### src/rtl/car_pkg.sv
// Shared types and helpers for the car start sequencer.
package car_pkg;

  localparam int unsigned STATE_W = 3;

  typedef enum logic [STATE_W-1:0] {
    ST_IDLE    = 3'd0,
    ST_CHECK   = 3'd1,
    ST_READY   = 3'd2,
    ST_FAULT   = 3'd3,
    ST_LOCKOUT = 3'd4
  } state_t;

  // Offsets of the seatbelt/airbag warn bits above the last sensor channel
  // (warn[NUM_SENS + WARN_SEATBELT], warn[NUM_SENS + WARN_AIRBAG]).
  localparam int unsigned WARN_SEATBELT = 0;
  localparam int unsigned WARN_AIRBAG   = 1;

  // Ceiling log2, never below 1 so the result can always size a vector.
  function automatic int unsigned clog2(input int unsigned value);
    int unsigned width;
    width = 0;
    while ((64'd1 << width) < 64'(value)) width++;
    return (width == 0) ? 1 : width;
  endfunction

endpackage

### src/rtl/car_sensor_window.sv
// Inclusive unsigned window comparator for one sensor channel.
// A window with lo > hi can never be satisfied, so the channel fails.
module car_sensor_window #(
  parameter int unsigned DATA_W = 16
) (
  input  logic [DATA_W-1:0] data,
  input  logic [DATA_W-1:0] lo,
  input  logic [DATA_W-1:0] hi,
  output logic              pass
);

  // Pass when lo <= data <= hi
  always_comb begin
    pass = (data >= lo) && (data <= hi);
  end

endmodule

### src/rtl/car_start_sequencer.sv
// Clocked start sequencer: PIN unlock with attempt counting and timed
// lockout, windowed sensor/seatbelt/airbag checks, and a settle period
// before readytogo. All outputs come straight from registers.
module car_start_sequencer
  import car_pkg::*;
#(
  parameter int unsigned DATA_W        = 16,
  parameter int unsigned NUM_SENS      = 7,
  parameter int unsigned PASSCODE      = 9999,
  parameter int unsigned MAX_ATTEMPTS  = 3,
  parameter int unsigned LOCKOUT_CYC   = 1000,
  parameter int unsigned SETTLE_CYC    = 4,
  parameter int unsigned CHECK_TIMEOUT = 256
) (
  input  logic                                 clk,
  input  logic                                 rst,
  input  logic [DATA_W-1:0]                    pin,
  input  logic                                 pin_valid,
  input  logic                                 key_off,
  input  logic [NUM_SENS*DATA_W-1:0]           sens_data,
  input  logic [NUM_SENS*DATA_W-1:0]           lim_lo,
  input  logic [NUM_SENS*DATA_W-1:0]           lim_hi,
  input  logic                                 seatbelt,
  input  logic                                 airbag,
  output logic                                 key,
  output logic                                 readytogo,
  output logic [NUM_SENS+1:0]                  warn,
  output logic                                 locked_out,
  output logic [clog2(MAX_ATTEMPTS+1)-1:0]     attempts,
  output logic [STATE_W-1:0]                   state
);

  localparam int unsigned ATT_W = clog2(MAX_ATTEMPTS + 1);
  localparam int unsigned LCK_W = clog2(LOCKOUT_CYC);
  localparam int unsigned SET_W = clog2(SETTLE_CYC);
  localparam int unsigned TMO_W = clog2(CHECK_TIMEOUT);

  localparam logic [DATA_W-1:0] PASS_W   = DATA_W'(PASSCODE);
  localparam logic [ATT_W-1:0]  ATT_MAX  = ATT_W'(MAX_ATTEMPTS);
  localparam logic [ATT_W-1:0]  ATT_LAST = ATT_W'(MAX_ATTEMPTS - 1);
  localparam logic [LCK_W-1:0]  LCK_LOAD = LCK_W'(LOCKOUT_CYC - 1);
  localparam logic [SET_W-1:0]  SET_LAST = SET_W'(SETTLE_CYC - 1);
  localparam logic [TMO_W-1:0]  TMO_LAST = TMO_W'(CHECK_TIMEOUT - 1);

  state_t             r_state, w_state_nxt;
  logic [ATT_W-1:0]   r_attempts, w_attempts_nxt;
  logic [LCK_W-1:0]   r_lock_tmr, w_lock_tmr_nxt;
  logic [SET_W-1:0]   r_settle, w_settle_nxt;
  logic [TMO_W-1:0]   r_tmo, w_tmo_nxt;

  logic               r_key;
  logic               r_ready;
  logic               r_locked;
  logic [NUM_SENS+1:0] r_warn;

  logic [NUM_SENS-1:0] w_chan_pass;
  logic [NUM_SENS+1:0] w_fail;
  logic                w_all_ok;
  logic                w_in_session;

  for (genvar g = 0; g < NUM_SENS; g++) begin : g_sens
    car_sensor_window #(
      .DATA_W (DATA_W)
    ) u_window (
      .data (sens_data[g*DATA_W +: DATA_W]),
      .lo   (lim_lo[g*DATA_W +: DATA_W]),
      .hi   (lim_hi[g*DATA_W +: DATA_W]),
      .pass (w_chan_pass[g])
    );
  end

  // Raw fail vector: one bit per failing check, sensors in the low bits
  always_comb begin
    w_fail                          = '0;
    w_fail[NUM_SENS-1:0]            = ~w_chan_pass;
    w_fail[NUM_SENS+WARN_SEATBELT]  = ~seatbelt;
    w_fail[NUM_SENS+WARN_AIRBAG]    = ~airbag;
    w_all_ok                        = ~|w_fail;
  end

  // Next state and counter updates; key_off wins over every session transition
  always_comb begin
    w_state_nxt    = r_state;
    w_attempts_nxt = r_attempts;
    w_lock_tmr_nxt = r_lock_tmr;
    w_settle_nxt   = r_settle;
    w_tmo_nxt      = r_tmo;
    case (r_state)
      ST_IDLE: begin
        if (pin_valid) begin
          if (pin == PASS_W) begin
            w_attempts_nxt = '0;
            w_settle_nxt   = '0;
            w_tmo_nxt      = '0;
            w_state_nxt    = ST_CHECK;
          end else if (r_attempts >= ATT_LAST) begin
            w_attempts_nxt = ATT_MAX;
            w_lock_tmr_nxt = LCK_LOAD;
            w_state_nxt    = ST_LOCKOUT;
          end else begin
            w_attempts_nxt = r_attempts + 1'b1;
          end
        end
      end
      ST_LOCKOUT: begin
        if (r_lock_tmr == '0) begin
          w_attempts_nxt = '0;
          w_state_nxt    = ST_IDLE;
        end else begin
          w_lock_tmr_nxt = r_lock_tmr - 1'b1;
        end
      end
      ST_CHECK: begin
        // The edge that completes the settle run moves straight to READY,
        // so readytogo appears SETTLE_CYC edges after entry; reaching READY
        // takes precedence over the timeout on the same edge.
        if (key_off) begin
          w_state_nxt = ST_IDLE;
        end else if (w_all_ok && (r_settle == SET_LAST)) begin
          w_state_nxt = ST_READY;
        end else if (r_tmo == TMO_LAST) begin
          w_state_nxt = ST_FAULT;
        end else begin
          w_tmo_nxt    = r_tmo + 1'b1;
          w_settle_nxt = w_all_ok ? (r_settle + 1'b1) : '0;
        end
      end
      ST_READY: begin
        if (key_off) begin
          w_state_nxt = ST_IDLE;
        end else if (!w_all_ok) begin
          w_state_nxt = ST_FAULT;
        end
      end
      ST_FAULT: begin
        if (key_off) begin
          w_state_nxt = ST_IDLE;
        end else if (w_all_ok) begin
          w_settle_nxt = '0;
          w_tmo_nxt    = '0;
          w_state_nxt  = ST_CHECK;
        end
      end
      default: begin
        w_state_nxt = ST_IDLE;
      end
    endcase
  end

  always_comb begin
    w_in_session = (w_state_nxt == ST_CHECK) || (w_state_nxt == ST_READY) ||
                   (w_state_nxt == ST_FAULT);
  end

  // State, counters and registered outputs
  always_ff @(posedge clk or posedge rst) begin
    if (rst) begin
      r_state    <= ST_IDLE;
      r_attempts <= '0;
      r_lock_tmr <= '0;
      r_settle   <= '0;
      r_tmo      <= '0;
      r_key      <= 1'b0;
      r_ready    <= 1'b0;
      r_locked   <= 1'b0;
      r_warn     <= '0;
    end else begin
      r_state    <= w_state_nxt;
      r_attempts <= w_attempts_nxt;
      r_lock_tmr <= w_lock_tmr_nxt;
      r_settle   <= w_settle_nxt;
      r_tmo      <= w_tmo_nxt;
      r_key      <= w_in_session;
      r_ready    <= (w_state_nxt == ST_READY);
      r_locked   <= (w_state_nxt == ST_LOCKOUT);
      r_warn     <= w_in_session ? w_fail : '0;
    end
  end

  assign key        = r_key;
  assign readytogo  = r_ready;
  assign warn       = r_warn;
  assign locked_out = r_locked;
  assign attempts   = r_attempts;
  assign state      = r_state;

endmodule

### config.mk
export PLATFORM = sky130hd
export DESIGN_NAME = car_start_sequencer
export DESIGN_NICKNAME = d
export VERILOG_FILES = /design/src/rtl/car_pkg.sv /design/src/rtl/car_sensor_window.sv /design/src/rtl/car_start_sequencer.sv
export SDC_FILE = /design/constraint.sdc
export NUM_CORES = 1
export LEC_CHECK = 0
export CAP_MARGIN = 20
export CORE_AREA = 2 2 144 146
export DETAILED_ROUTE_END_ITERATION = 7
export DIE_AREA = 0 0 146 148
export PLACE_DENSITY = 0.77
export SLEW_MARGIN = 20
export SYNTH_ARGS = -nofsm -noshare
export SYNTH_HDL_FRONTEND = slang
export SYNTH_HIERARCHICAL = 1
export SYNTH_SLANG_ARGS = --single-unit
### constraint.sdc
create_clock -name clk -period 5.7 [get_ports clk]
set_clock_uncertainty 0.1 [all_clocks]
set_input_delay 0.57 -clock clk [delete_from_list [all_inputs] [get_ports clk]]
set_output_delay 0.57 -clock clk [all_outputs]
set_load 0.03 [all_outputs]
==> results.md <==
* Outcome: complete, no violations
* Finished layout cell area at about 12000 um^2
* Int Pwr at 0.000976 W
* Gr usage total at 21.9%
* Global-route wire length before repair at 39.0 mm
* Asr flop ratio synth at 100%
* Root Buffer Master: clkbuf_16
* CTS Sinks at 37
* Top FF cell, synth: dfrtp_1
* PwrDens at 125 nW/um^2
* Sequential power share at 23.4%
* Clk_lat worst skew at roughly 0.28 ns
* Net Sw Frac at roughly 34%
* Commonest non-fill, non-tap cell in the layout: clkdlybuf4s50_1
* Max Freq at 0.248 GHz
* Mapped Avg Cell Area at 7.90 um^2
* Routed vias at 8039
* Max-slew violation count at 0
* Power share of the clock group at 21.6%
* Combinational Power Share at 55.0%
* Top-level I/O count at 375
* Lkg Pwr at a little under 6 nW
* Period utilization at 70.6%
* Psw at 0.000506 W
* Post-synth EDFFs at 0
* Initial antenna violation count at 0
* Fill cells at 1830
* Initial Util at 38.1%
* Full die area at around 22000 um^2
* Worst-path clk slew at 0.06 ns
* Cts hold-fix bufs at 0
* Setup Buffers After CTS at 0
* RePlAce Congestion at about 0.93
* Critical Path End Type: flip-flop
* Period minus WS final at 4.03 ns
* CP Class: input pin to flip-flop
* Num CTS Buffers at 5
* # DRC at 0
* Number of diodes at 0
* Setup Viol. Count Final at 0
* Seq/Total Area, Yosys at 12.1%
* Pin count of the biggest net entering global routing at 38
* Relative slew slack at between 50 and 60%
* CTS max path bufs at 2
* Nets at 1929
* Post-route ant nets at 0
* Post-synthesis instance total at about 970
* Drt wl/cell at 14.8 um
* Clock tree from TritonCTS: done
* Num rows at 52
* Final Util at 59.3%
* Placed inst area at about 12000 um^2
* PortBufs at 374
* Post-Syn Area at approximately 7600 um^2
* Critical Path AT at 4.12 ns
* Vias in the first global route at 8369
* Pre-antenna DRT Iters at 4
* Tot Pwr at 0.00148 W
* Min-Delay Path Class: flip-flop to flip-flop
* Distinct cells, synth at 59
* Initial DRC Count at 181
* Synth warn at 6
* Post_cts resized at 0
* Detailed placement HPWL at between 20 and 25 mm
* RSZ-0062 raised after global routing: false
* Crit Path Max Fanout at 9
* Peak supply drop at 0.000119 V
* GRT Residual Overflow at 0
* Drt total wl at 23.9 mm
* Worst endpoint required time at 5.80 ns
* Layout cell share with drive strength beyond 1 at 3.12%
* Via-to-Cell Ratio at 4.98
* Setup TNS at 0 ns
* Chip height at approximately 150 um
* Horiz. Die Dim at 146 um
* Area overhead of the layout relative to synthesis at 55.8%
* Max cap viols at 0
* Worst Tran Pin Value at between 0.6 and 0.7 ns
* Synth Net Count at ~1600
* Fin. Hold Viols at 0
* CP Launch Type: input pin
* #FFs+latches synth at 37
* Core ar. at 20000 um^2
* Most frequent cells in the layout: 374 x clkdlybuf4s50_1, 233 x inv_1, 227 x ha_1, 82 x a21oi_1, 66 x nand2_1
* H-tree levels at 2
[per-stage QoR]
step / setup slack, ns / hold WS, ns / cells
floorplan: 2.29 / 0.361 / 965
detailed placement: 1.42 / 0.398 / 1607
global placement: 1.53 / 0.387 / 1607
CTS: 1.70 / 0.406 / 1615
finish: 1.67 / 0.420 / 1615
global route: 1.34 / 0.435 / 1615
[final cells by class]
type | count | area (um^2) | share of cell area [%]
timing repair buffer | 376 | 3760 | 31.6
clock inverter | 1 | 30.0 | 0.253
inverter | 233 | 875 | 7.36
clock buffer | 7 | 143 | 1.20
multi-input combinational | 691 | 5810 | 48.9
sequential | 37 | 926 | 7.79
tap | 270 | 338 | 2.84
[worst paths after layout]
check,to,cells past startpoint,start,slack [ns]
worst max-delay path,r_tmo[4]$_DFFE_PP0P_,13,lim_hi[55],1.67
worst min-delay path,r_lock_tmr[8]$_DFFE_PP0P_,2,r_lock_tmr[8]$_DFFE_PP0P_,0.42
min in group asynchronous,attempts[0]$_DFFE_PP0P_,3,rst,0.59
worst min register to register,r_lock_tmr[8]$_DFFE_PP0P_,2,r_lock_tmr[8]$_DFFE_PP0P_,0.42
max in group asynchronous,r_settle[1]$_DFFE_PP0P_,3,rst,4.55
worst max register to register,r_settle[0]$_DFFE_PP0P_,5,state[0]$_DFF_PP0_,3.08
[state kept, by name (all words and copies together), names as in the netlist]
| register | count |
|---|---|
| state | 3 |
| r_lock_tmr | 10 |
| locked_out | 1 |
| attempts | 2 |
| readytogo | 1 |
| r_tmo | 8 |
| r_settle | 2 |
| key | 1 |
| warn | 9 |
[cells by family after synthesis]
logic type | after synthesis | share of synthesized area, %
mux | 8 | 1.10
buf+inv | 237 | 11.7
flops | 37 | 12.1
compound gates | 191 | 16.0
simple gates | 261 | 21.4
xor+xnor | 4 | 0.459
fa+ha+maj | 227 | 37.2
[synth_stat cells, drive strengths merged (8+ instances only)]
library cell  count  area share (%)
a211oi            9            0.95
a21oi            82             5.4
dfrtp            37              12
ha              227              37
inv             233              11
nand2            66             3.2
nand3            23             1.6
nand4            39             6.0
nor2             40             2.0
nor2b            15             1.2
nor3             11            0.79
nor3b            11             1.1
nor4             19             1.8
o211ai            8            0.79
o21ai            49             3.3
o32a              8             1.0
[power groups by stage]
stage                     logic [W]  registers, W  clock network, W
after detailed placement   0.000818      0.000350                 0
final                      0.000815      0.000347          0.000320
after global routing       0.000915      0.000353          0.000338
after CTS                  0.000822      0.000346          0.000325
after floorplan            0.000419      0.000352                 0
after global placement     0.000796      0.000348                 0
[metal layers]
layer | track usage, % | vias up | share of wire, %
li1 | - | 4166 | -
met1 | 24.5 | 3583 | 40
met2 | 41.6 | 248 | 50
met3 | 4.10 | 42 | 6.0
met4 | 7.18 | 0 | 3.4
met5 | 0 | - | 0
[worst max-delay path, cell delays in order]
cell and delay [ns]:
clkdlybuf4s50_1 0.45, inv_1 0.05, ha_1 0.33, a21oi_1 0.16, o21ai_0 0.11, a221oi_1 0.29
o211a_1 0.17, o32a_1 0.23, nand4_1 0.25, o31ai_1 0.52, o311ai_4 0.25, or4_4 0.52
a211oi_2 0.21
No activity file was read; power rests on OpenSTA's default activity.
